### src/rtl/jtopl_pkg.sv
// Shared OPL constants: frame geometry and the envelope step patterns.
package jtopl_pkg;

    localparam int         SLOTS     = 18;
    localparam logic [4:0] LAST_SLOT = 5'd17;

    // Step pattern per rate_lo; bit i of entry rl is PATTERN[rl][i]
    localparam logic [3:0][7:0] PATTERN = {8'hFE, 8'hEE, 8'hBA, 8'hAA};

    // Pattern lookup for a given rate_lo and 3-bit counter index
    function automatic logic pattern_bit(input logic [1:0] rl, input logic [2:0] idx);
        logic [7:0] row;
        row = PATTERN[rl];
        return row[idx];
    endfunction

endpackage

### src/rtl/jtopl_eg_step.sv
// Combinational step/increment decision from a slot's effective rate and the
// shared envelope counter. test_mode forces the maximum step (OPL test register).
module jtopl_eg_step
    import jtopl_pkg::*;
(
    input  logic [5:0]  rate,
    input  logic [14:0] eg_cnt,
    input  logic        test_mode,
    output logic        step,
    output logic [2:0]  inc
);

    logic [3:0]  rate_hi;
    logic [1:0]  rate_lo;
    logic [3:0]  sh;
    logic [14:0] shifted;
    logic [14:0] mask;
    logic        p;

    assign rate_hi = rate[5:2];
    assign rate_lo = rate[1:0];

    // Rate class decode: slow rates gate on counter low bits, fast rates always step
    always_comb begin
        step    = 1'b0;
        inc     = 3'd0;
        sh      = 4'd0;
        shifted = eg_cnt;
        mask    = 15'd0;
        p       = 1'b0;
        if (test_mode) begin
            step = 1'b1;
            inc  = 3'd4;
        end else if (rate_hi == 4'd0) begin
            step = 1'b0;
            inc  = 3'd0;
        end else if (rate_hi <= 4'd12) begin
            sh      = 4'd13 - rate_hi;
            shifted = eg_cnt >> sh;
            mask    = (15'd1 << sh) - 15'd1;
            p       = pattern_bit(rate_lo, shifted[2:0]);
            step    = ((eg_cnt & mask) == 15'd0) && p;
            inc     = {2'b00, step};
        end else if (rate_hi == 4'd13) begin
            p    = pattern_bit(rate_lo, eg_cnt[2:0]);
            step = 1'b1;
            inc  = p ? 3'd2 : 3'd1;
        end else if (rate_hi == 4'd14) begin
            p    = pattern_bit(rate_lo, eg_cnt[2:0]);
            step = 1'b1;
            inc  = p ? 3'd4 : 3'd2;
        end else begin
            step = 1'b1;
            inc  = 3'd4;
        end
    end

endmodule

### src/rtl/jtopl_eg_sched.sv
// Envelope-step scheduler: walks the 18 operator slots, flags the last slot so
// the envelope counter advances once per frame, and registers the step/inc
// decision tagged with the slot it belongs to.
// Optional feature: define JTOPL_EG_TEST_EN to add the 'test' force-step port.
module jtopl_eg_sched
    import jtopl_pkg::*;
#(
    parameter int SLOTS = jtopl_pkg::SLOTS
)
(
    input  logic        clk,
    input  logic        rst,
    input  logic        cen,
    input  logic [5:0]  rate,
    input  logic [14:0] eg_cnt,
`ifdef JTOPL_EG_TEST_EN
    input  logic        test,
`endif
    output logic [4:0]  slot,
    output logic        zero,
    output logic        step,
    output logic [2:0]  inc,
    output logic [4:0]  slot_q
);

    localparam logic [4:0] LAST = 5'(SLOTS - 1);

    logic [4:0] cnt_q, cnt_d;
    logic [4:0] slot_d;
    logic       step_q, step_d;
    logic [2:0] inc_q, inc_d;
    logic       dec_step;
    logic [2:0] dec_inc;
    logic       test_mode;

`ifdef JTOPL_EG_TEST_EN
    assign test_mode = test;
`else
    assign test_mode = 1'b0;
`endif

    jtopl_eg_step u_step (
        .rate      (rate),
        .eg_cnt    (eg_cnt),
        .test_mode (test_mode),
        .step      (dec_step),
        .inc       (dec_inc)
    );

    assign slot = cnt_q;
    assign zero = (cnt_q == LAST_SLOT);
    assign step = step_q;
    assign inc  = inc_q;

    // Next-state: advance slot (any out-of-range value recovers to 0) and capture the decision
    always_comb begin
        cnt_d  = cnt_q;
        slot_d = slot_q;
        step_d = step_q;
        inc_d  = inc_q;
        if (cen) begin
            cnt_d  = (cnt_q >= LAST) ? 5'd0 : cnt_q + 5'd1;
            slot_d = cnt_q;
            step_d = dec_step;
            inc_d  = dec_inc;
        end
    end

    // State registers with asynchronous reset
    always_ff @(posedge clk or posedge rst) begin
        if (rst) begin
            cnt_q  <= 5'd0;
            slot_q <= 5'd0;
            step_q <= 1'b0;
            inc_q  <= 3'd0;
        end else begin
            cnt_q  <= cnt_d;
            slot_q <= slot_d;
            step_q <= step_d;
            inc_q  <= inc_d;
        end
    end

endmodule

### config.mk
export PLATFORM = sky130hd
export DESIGN_NAME = jtopl_eg_sched
export DESIGN_NICKNAME = d
export VERILOG_FILES = /design/src/rtl/jtopl_pkg.sv /design/src/rtl/jtopl_eg_step.sv /design/src/rtl/jtopl_eg_sched.sv
export SDC_FILE = /design/constraint.sdc
export NUM_CORES = 1
export LEC_CHECK = 0
export CAP_MARGIN = 20
export CELL_PAD_IN_SITES_DETAIL_PLACEMENT = 2
export CELL_PAD_IN_SITES_GLOBAL_PLACEMENT = 2
export CORE_MARGIN = 5
export CORE_UTILIZATION = 31
export CTS_BUF_LIST = sky130_fd_sc_hd__clkbuf_8 sky130_fd_sc_hd__clkbuf_16
export DETAILED_ROUTE_END_ITERATION = 12
export HOLD_SLACK_MARGIN = 0.05
export PLACE_DENSITY_LB_ADDON = 0.08
export SLEW_MARGIN = 20
export SYNTH_ARGS = -nofsm -noshare
export SYNTH_HDL_FRONTEND = slang
export SYNTH_SLANG_ARGS = --single-unit
### constraint.sdc
create_clock -name clk -period 3 [get_ports clk]
set_input_delay 0.6 -clock clk [delete_from_list [all_inputs] [get_ports clk]]
set_output_delay 0.6 -clock clk [all_outputs]
set_load 0.1 [all_outputs]
==> results of run 1 <==
stage by stage:
stage	setup WS (ps)	utilization [%]	power [mW]
floorplan	22.8	-	0.981
global placement	-394	43.5	1.21
detailed placement	-496	43.5	1.25
CTS	13.3	44.6	1.41
global route	-109	45.8	1.49
finish	-86.7	45.8	1.42
worst paths after layout:
check | endpoint | depth (start not counted) | startpoint
worst min-delay path | slot_q[3]$_DFFE_PP0P_ | 1 | slot_q[3]$_DFFE_PP0P_
worst max register to register | slot[3]$_DFFE_PP0P_ | 4 | slot[0]$_DFFE_PP0P_
max in group asynchronous | slot[2]$_DFFE_PP0P_ | 2 | rst
worst max-delay path | inc[0]$_DFFE_PP0P_ | 11 | rate[3]
worst min register to register | slot_q[3]$_DFFE_PP0P_ | 1 | slot_q[3]$_DFFE_PP0P_
min in group asynchronous | inc[1]$_DFFE_PP0P_ | 2 | rst
state kept, by name (all words and copies together) (netlist names):
register,cells
slot_q,5
slot,5
step,1
inc,3
timing repair:
item	4_1_cts	5_1_grt
hold endpoints to repair	0	0
buffers inserted	0	4
pin swaps	3	8
gates resized for setup	9	14
setup endpoints to repair	2	2
worst register-to-register path, delay by kind of cell (launching register included):
family	cells	cell delay, ps
and+or+nand+nor	2	740
AOI/OAI and AO/OA	2	480
DFF	1	460
Yosys cell counts (2+ instances only):
cell type	n
dfrtp_1	14
nand2_1	13
mux2i_1	12
a21oi_1	9
mux2_2	9
o21ai_0	9
a22oi_1	7
inv_1	7
nor2b_1	6
ha_1	5
nor2_1	5
buf_4	4
nand3_1	4
mux4_1	3
nand2b_1	3
nor3_1	3
o31ai_1	3
buf_2	2
buf_6	2
clkbuf_1	2
nand4_1	2
o2111ai_1	2
o311ai_0	2
or3_1	2
xor2_1	2
cells by family after synthesis:
kind of cell             count (synthesis)  synth area share, %
AO/OA/AOI/OAI                           53                 25.7
multiplexers                            25                 21.1
buffers and inverters                   17                 6.51
XOR/XNOR                                 3                 2.28
AND/OR/NAND/NOR                         46                 16.5
adder cells (fa/ha/maj)                  5                 4.23
flip-flops                              14                 23.7
per-layer routing:
metal  wire (um)  GRT usage, %  up-vias
met1        2670          22.4      828
met3         150          1.93        8
met4          96          5.84        0
met5           0             0        -
met2        3490          39.1       35
li1            -             -      754
layout make-up:
class                   count  area (sq um)
inverters                   7          30.0
flip-flops and latches     14           350
multi-input cells         132          1100
clock buffers               3          41.3
fillers                   515          2540
repair buffers             67           556
well taps                  54          67.6
power by group through the flow:
stage | registers (mW) | clock network [mW] | logic, mW
global placement | 0.317 | 0 | 0.895
CTS | 0.322 | 0.157 | 0.927
floorplan | 0.738 | 0 | 0.243
finish | 0.323 | 0.151 | 0.942
global route | 0.335 | 0.168 | 0.986
detailed placement | 0.324 | 0 | 0.923
==> impl_metrics.toml, run 1 <==
[sta]
final_max_slew_viol_count = 0
fin_skew_ps = 0.188
setup_ws_ps = -86.7
fin_tns_setup_ps = -157
relSlewSlack_pct = 62.3
finalCritPeriodShare_pct = 103
worst_pin_slew_ps = 558
whs_ps = 506
hold_viol_final = 0
fmax_mhz = 324
setup_viol = 2
timing.final.crit_period_ps = 3090

[clocking]
cts_tree = "yes"
clk_path_buf_depth = 2
cts_htree_levels = 1
hold_buffers = 0
cts_made_buffers = 3
clkTransAtPathRegs_ps = 50
cts.sinks = 14
clk_latency_ps = 240
cts-root-buf = "clkbuf_8"

[routing]
dr.pass1.iters = 4
wl_um = 6410
routedWlPerCell_um = 23.2
vias = 1625
via_per_inst = 5.87
drc = 0
ant_nets = 0
drt_iter0_markers = 91

[worst_setup_path]
worstSetupStartpointType = "input port"
cp_cell_sequence = "buf_4 > clkinvlp_4 > ha_4 > or3_4 > ha_4 > nor2b_2 > or2_0 > a311o_1 > a221oi_2 > nand4_1 > o31ai_1"
cp_common_cell = "ha_4"
cp_slowest_cell = "a311o_1"
critical_path_buf_inv_count = 2
worstPathRequired_ps = 3150
endpoint_kind = "register"
arrival_ps = 3230
slowest_delay_ps = 420
reg2reg_slack_ps = 1240
critical-path-top-delay-family = "compound AO/OA/AOI/OAI gates"
critical_path_class = "input port to register"
crit_fanout = 3

[yosys]
async_reset_ff_share_pct = 100
synthCells = 163
syn_avg_cell_area_sq_um = 9.07
seq_area_frac_synth_pct = 23.7
yosysWarnings = 0
synth.distinct_cells = 56
ys.flop_type = "dfrtp_1"
synth_top_area_share_pct = 23.7
synth_edf_count = 0
netlist_area_sq_mm = 0.00148
synth-seq-cells = 14
synth_top_cell_by_area = "dfrtp_1"
ys_top_cells_by_area = "dfrtp_1, mux2i_1, mux2_2"
synth_nets = 192

[power]
powerDensity_mw_per_mm2 = 659
power_frac_seq_pct = 22.8
p_switching_mw = 0.813
power_frac_clock_pct = 10.6
ir_drop_uv = 480
p_sw_share_pct = 57.4
p_int_mw = 0.603
cellLeakagePower_nw = 0.914
p_comb_share_pct = 66.6

[run_status]
violations = "setup timing"
status = "complete, but fails checks"

[floorplanning]
die_x_um = 79.1
core_sq_mm = 0.00469
die_y_um = 79.1
start_util_pct = 31.5
rows = 25
ioPinCount = 39
die-area_sq_mm = 0.00625

[placement]
placed_cells = 270
port_buffers = 38
dpl-instance-area_sq_mm = 0.00204
hpwl_um = 4630
gp_congestion = 0.903

[finish]
layout_common_cells = "buf_4, clkdlybuf4s50_1, dfrtp_1, nand2_1, mux2i_1"
layout-drive-gt1-share_pct = 31.8
area_growth_pct = 45.2
fin_area_sq_mm = 0.00215
antenna_cells = 0
instances_no_fill = 277
nets = 254
layout_commonest_cell = "buf_4"

[min_path]
hold_path_class = "register to register"

[grt]
grt_pass1_wl_um = 9810
grt_max_degree = 22
grt_usage_pct = 20.0
grt_pass1_vias = 1840
antenna_found_initial = 0
grt_overflow = 0

[flow_run]
cap_violations = 0
Note: power is estimated with default switching activity, not from simulation.
==> run 2, diff against run 1 <==
--- a/config.mk
+++ b/config.mk
@@ -11,6 +11,7 @@
 export CORE_MARGIN = 5
 export CORE_UTILIZATION = 31
 export CTS_BUF_LIST = sky130_fd_sc_hd__clkbuf_8 sky130_fd_sc_hd__clkbuf_16
+export CTS_CLUSTER_SIZE = 28
 export DETAILED_ROUTE_END_ITERATION = 12
 export HOLD_SLACK_MARGIN = 0.05
 export PLACE_DENSITY_LB_ADDON = 0.08
==> results of run 2 <==
Final layout, timing and power as in run 1 (identical DEF).
==> run 3, diff against run 2 <==
--- a/config.mk
+++ b/config.mk
@@ -18,4 +18,5 @@
 export SLEW_MARGIN = 20
 export SYNTH_ARGS = -nofsm -noshare
 export SYNTH_HDL_FRONTEND = slang
+export SYNTH_HIERARCHICAL = 1
 export SYNTH_SLANG_ARGS = --single-unit
==> run 3 against run 2 <==
The run now ends clean. Cell count up 12%. Sequential power up 12%. Clock power up 22%.
==> impl_metrics.toml, run 3 <==
[run_status]
status = "completed"

[sta]
whs_ps = 514
fin_skew_ps = 0.684
timing.final.crit_period_ps = 2830
setup_viol = 0
relSlewSlack_pct = 49.2
finalCritPeriodShare_pct = 94.3
fmax_mhz = 353
setup_ws_ps = 170
worst_pin_slew_ps = 760
hold_viol_final = 0
final_max_slew_viol_count = 0

[clocking]
cts_made_buffers = 3
cts-root-buf = "clkbuf_8"
cts.sinks = 14
clk_latency_ps = 240
cts_tree = "yes"
clk_path_buf_depth = 2
cts_htree_levels = 1
hold_buffers = 0
clkTransAtPathRegs_ps = 60

[min_path]
hold_path_class = "register to register"
hold_depth = 1

[yosys]
synth_common_cells = "dfrtp_1, o21ai_0, mux2_2, nand2_1"
netlist_area_sq_mm = 0.00153
synth_edf_count = 0
synth.distinct_cells = 49
synthCells = 184
ys.flop_type = "dfrtp_1"
synth_compound_area_share_pct = 23.6
synth_top_area_share_pct = 22.9
synthXorXnorAreaFrac_pct = 1.72
yosys.area_share.simple_pct = 21.6
seq_area_frac_synth_pct = 22.9
synthMuxAreaShare_pct = 17.7
async_reset_ff_share_pct = 100
synth_top_cell_by_area = "dfrtp_1"
synthAdderAreaFrac_pct = 4.09
syn_avg_cell_area_sq_um = 8.31
synth_top_family_by_area = "compound AO/OA/AOI/OAI gates"
ys_top_cells_by_area = "dfrtp_1, mux2_2, o21ai_0"
yosysWarnings = 6
synth-seq-cells = 14

[routing]
met3_length_um = 375
via_per_inst = 5.50
drt_iter0_markers = 89
ant_nets = 0
wl_met1_um = 2740
routedWlPerCell_um = 20.4
dr.pass1.iters = 4
route.met2.wl_um = 3150
drc = 0
top_layer_used = "met4"
wl_um = 6330
vias = 1709

[placement]
post-place-ws_ps = -630
gp_congestion = 0.862
port_buffers = 38
hpwl_um = 5020

[worst_setup_path]
arrival_ps = 3020
worstPathRequired_ps = 3190
crit_fanout = 3
worstSetupStartpointType = "input port"
r2r_cells = 4
endpoint_kind = "register"
critical_path_class = "input port to register"

[floorplanning]
start_util_pct = 32.2
die_x_um = 80.2
rows = 25
die_y_um = 80.2
core_sq_mm = 0.00475
die-area_sq_mm = 0.00644
ioPinCount = 39

[finish]
antenna_cells = 0
layout_commonest_cell = "buf_4"
area_growth_pct = 48.8
layout_common_cells = "buf_4, clkdlybuf4s50_1, dfrtp_1, o21ai_0, nand2_1"
nets = 274
layout-drive-gt1-share_pct = 32.4

[power]
cellLeakagePower_nw = 0.993
powerDensity_mw_per_mm2 = 694
finalPower_mw = 1.58
ir_drop_uv = 498

[grt]
grt_max_degree = 20
grt_overflow = 0
grt_pass1_wl_um = 10300
antenna_found_initial = 0
grt_pass1_vias = 1882
grt_usage_pct = 20.5

[flow_run]
cap_violations = 0
## run 3: layout make-up
cell class | instances | area, sq um
fill | 534 | 2480
multi-input combinational | 147 | 1160
timing repair buffer | 68 | 584
sequential | 14 | 350
tap | 67 | 83.8
clock buffer | 4 | 55.1
inverter | 11 | 43.8
## run 3: power by group
group | internal [mW] | switching [mW] | total (mW)
Clock | 0.116 | 0.0681 | 0.184
Combinational | 0.293 | 0.739 | 1.03
Sequential | 0.255 | 0.107 | 0.362
Total | 0.664 | 0.914 | 1.58
## run 3: cell families (layout without fill, tap and decap cells)
kind of cell	count (synthesis)	in the layout
other cells	1	4
xor+xnor	3	3
buf+inv	26	83
fa+ha+maj	5	5
compound gates	55	55
mux	21	21
simple gates	59	59
flops	14	14
## run 3: worst paths after layout
check                      slack (ps)                 from               endpoint
max                               170              rate[3]     inc[0]$_DFFE_PP0P_
min                               510   inc[2]$_DFFE_PP0P_     inc[2]$_DFFE_PP0P_
max reg2reg                      1410  slot[0]$_DFFE_PP0P_    slot[0]$_DFFE_PP0P_
min reg2reg                       510   inc[2]$_DFFE_PP0P_     inc[2]$_DFFE_PP0P_
max in group asynchronous        1940                  rst  slot_q[1]$_DFFE_PP0P_
min in group asynchronous         700                  rst     inc[2]$_DFFE_PP0P_
## run 3: metrics by stage
stage / std cells / utilization [%] / cell area [sq um] / setup TNS (ps)
final: 311 / 47.8 / 2270 / 0
after global routing: 311 / 47.8 / 2270 / -8.12
after CTS: 311 / 47.6 / 2260 / 0
after detailed placement: 304 / 44.8 / 2130 / -1110
after global placement: 304 / 44.8 / 2130 / -735
after floorplan: 187 / - / 1580 / 0
## run 3: critical path, stage by stage
cell and delay (ps):
buf_6 100, buf_6 120, inv_4 60, ha_4 200, nor2_4 120, nand2_1 60
ha_2 210, nor2b_4 140, o211ai_1 210, a31oi_1 160, a2111oi_2 390, a31oi_1 180
nor4_2 270, mux2_4 190
## run 3: metal layers
layer	up-vias	global-route usage (%)
met5	-	0
met4	0	2.87
met3	6	3.25
met2	44	34.9
met1	854	27.7
li1	805	-
## run 3: timing repair
| action | in CTS | in global routing |
|---|---|---|
| resized for setup | 22 | 7 |
| setup buffers | 3 | 1 |
| pin swaps | 8 | 9 |
| endpoints found under the setup margin | 2 | 2 |
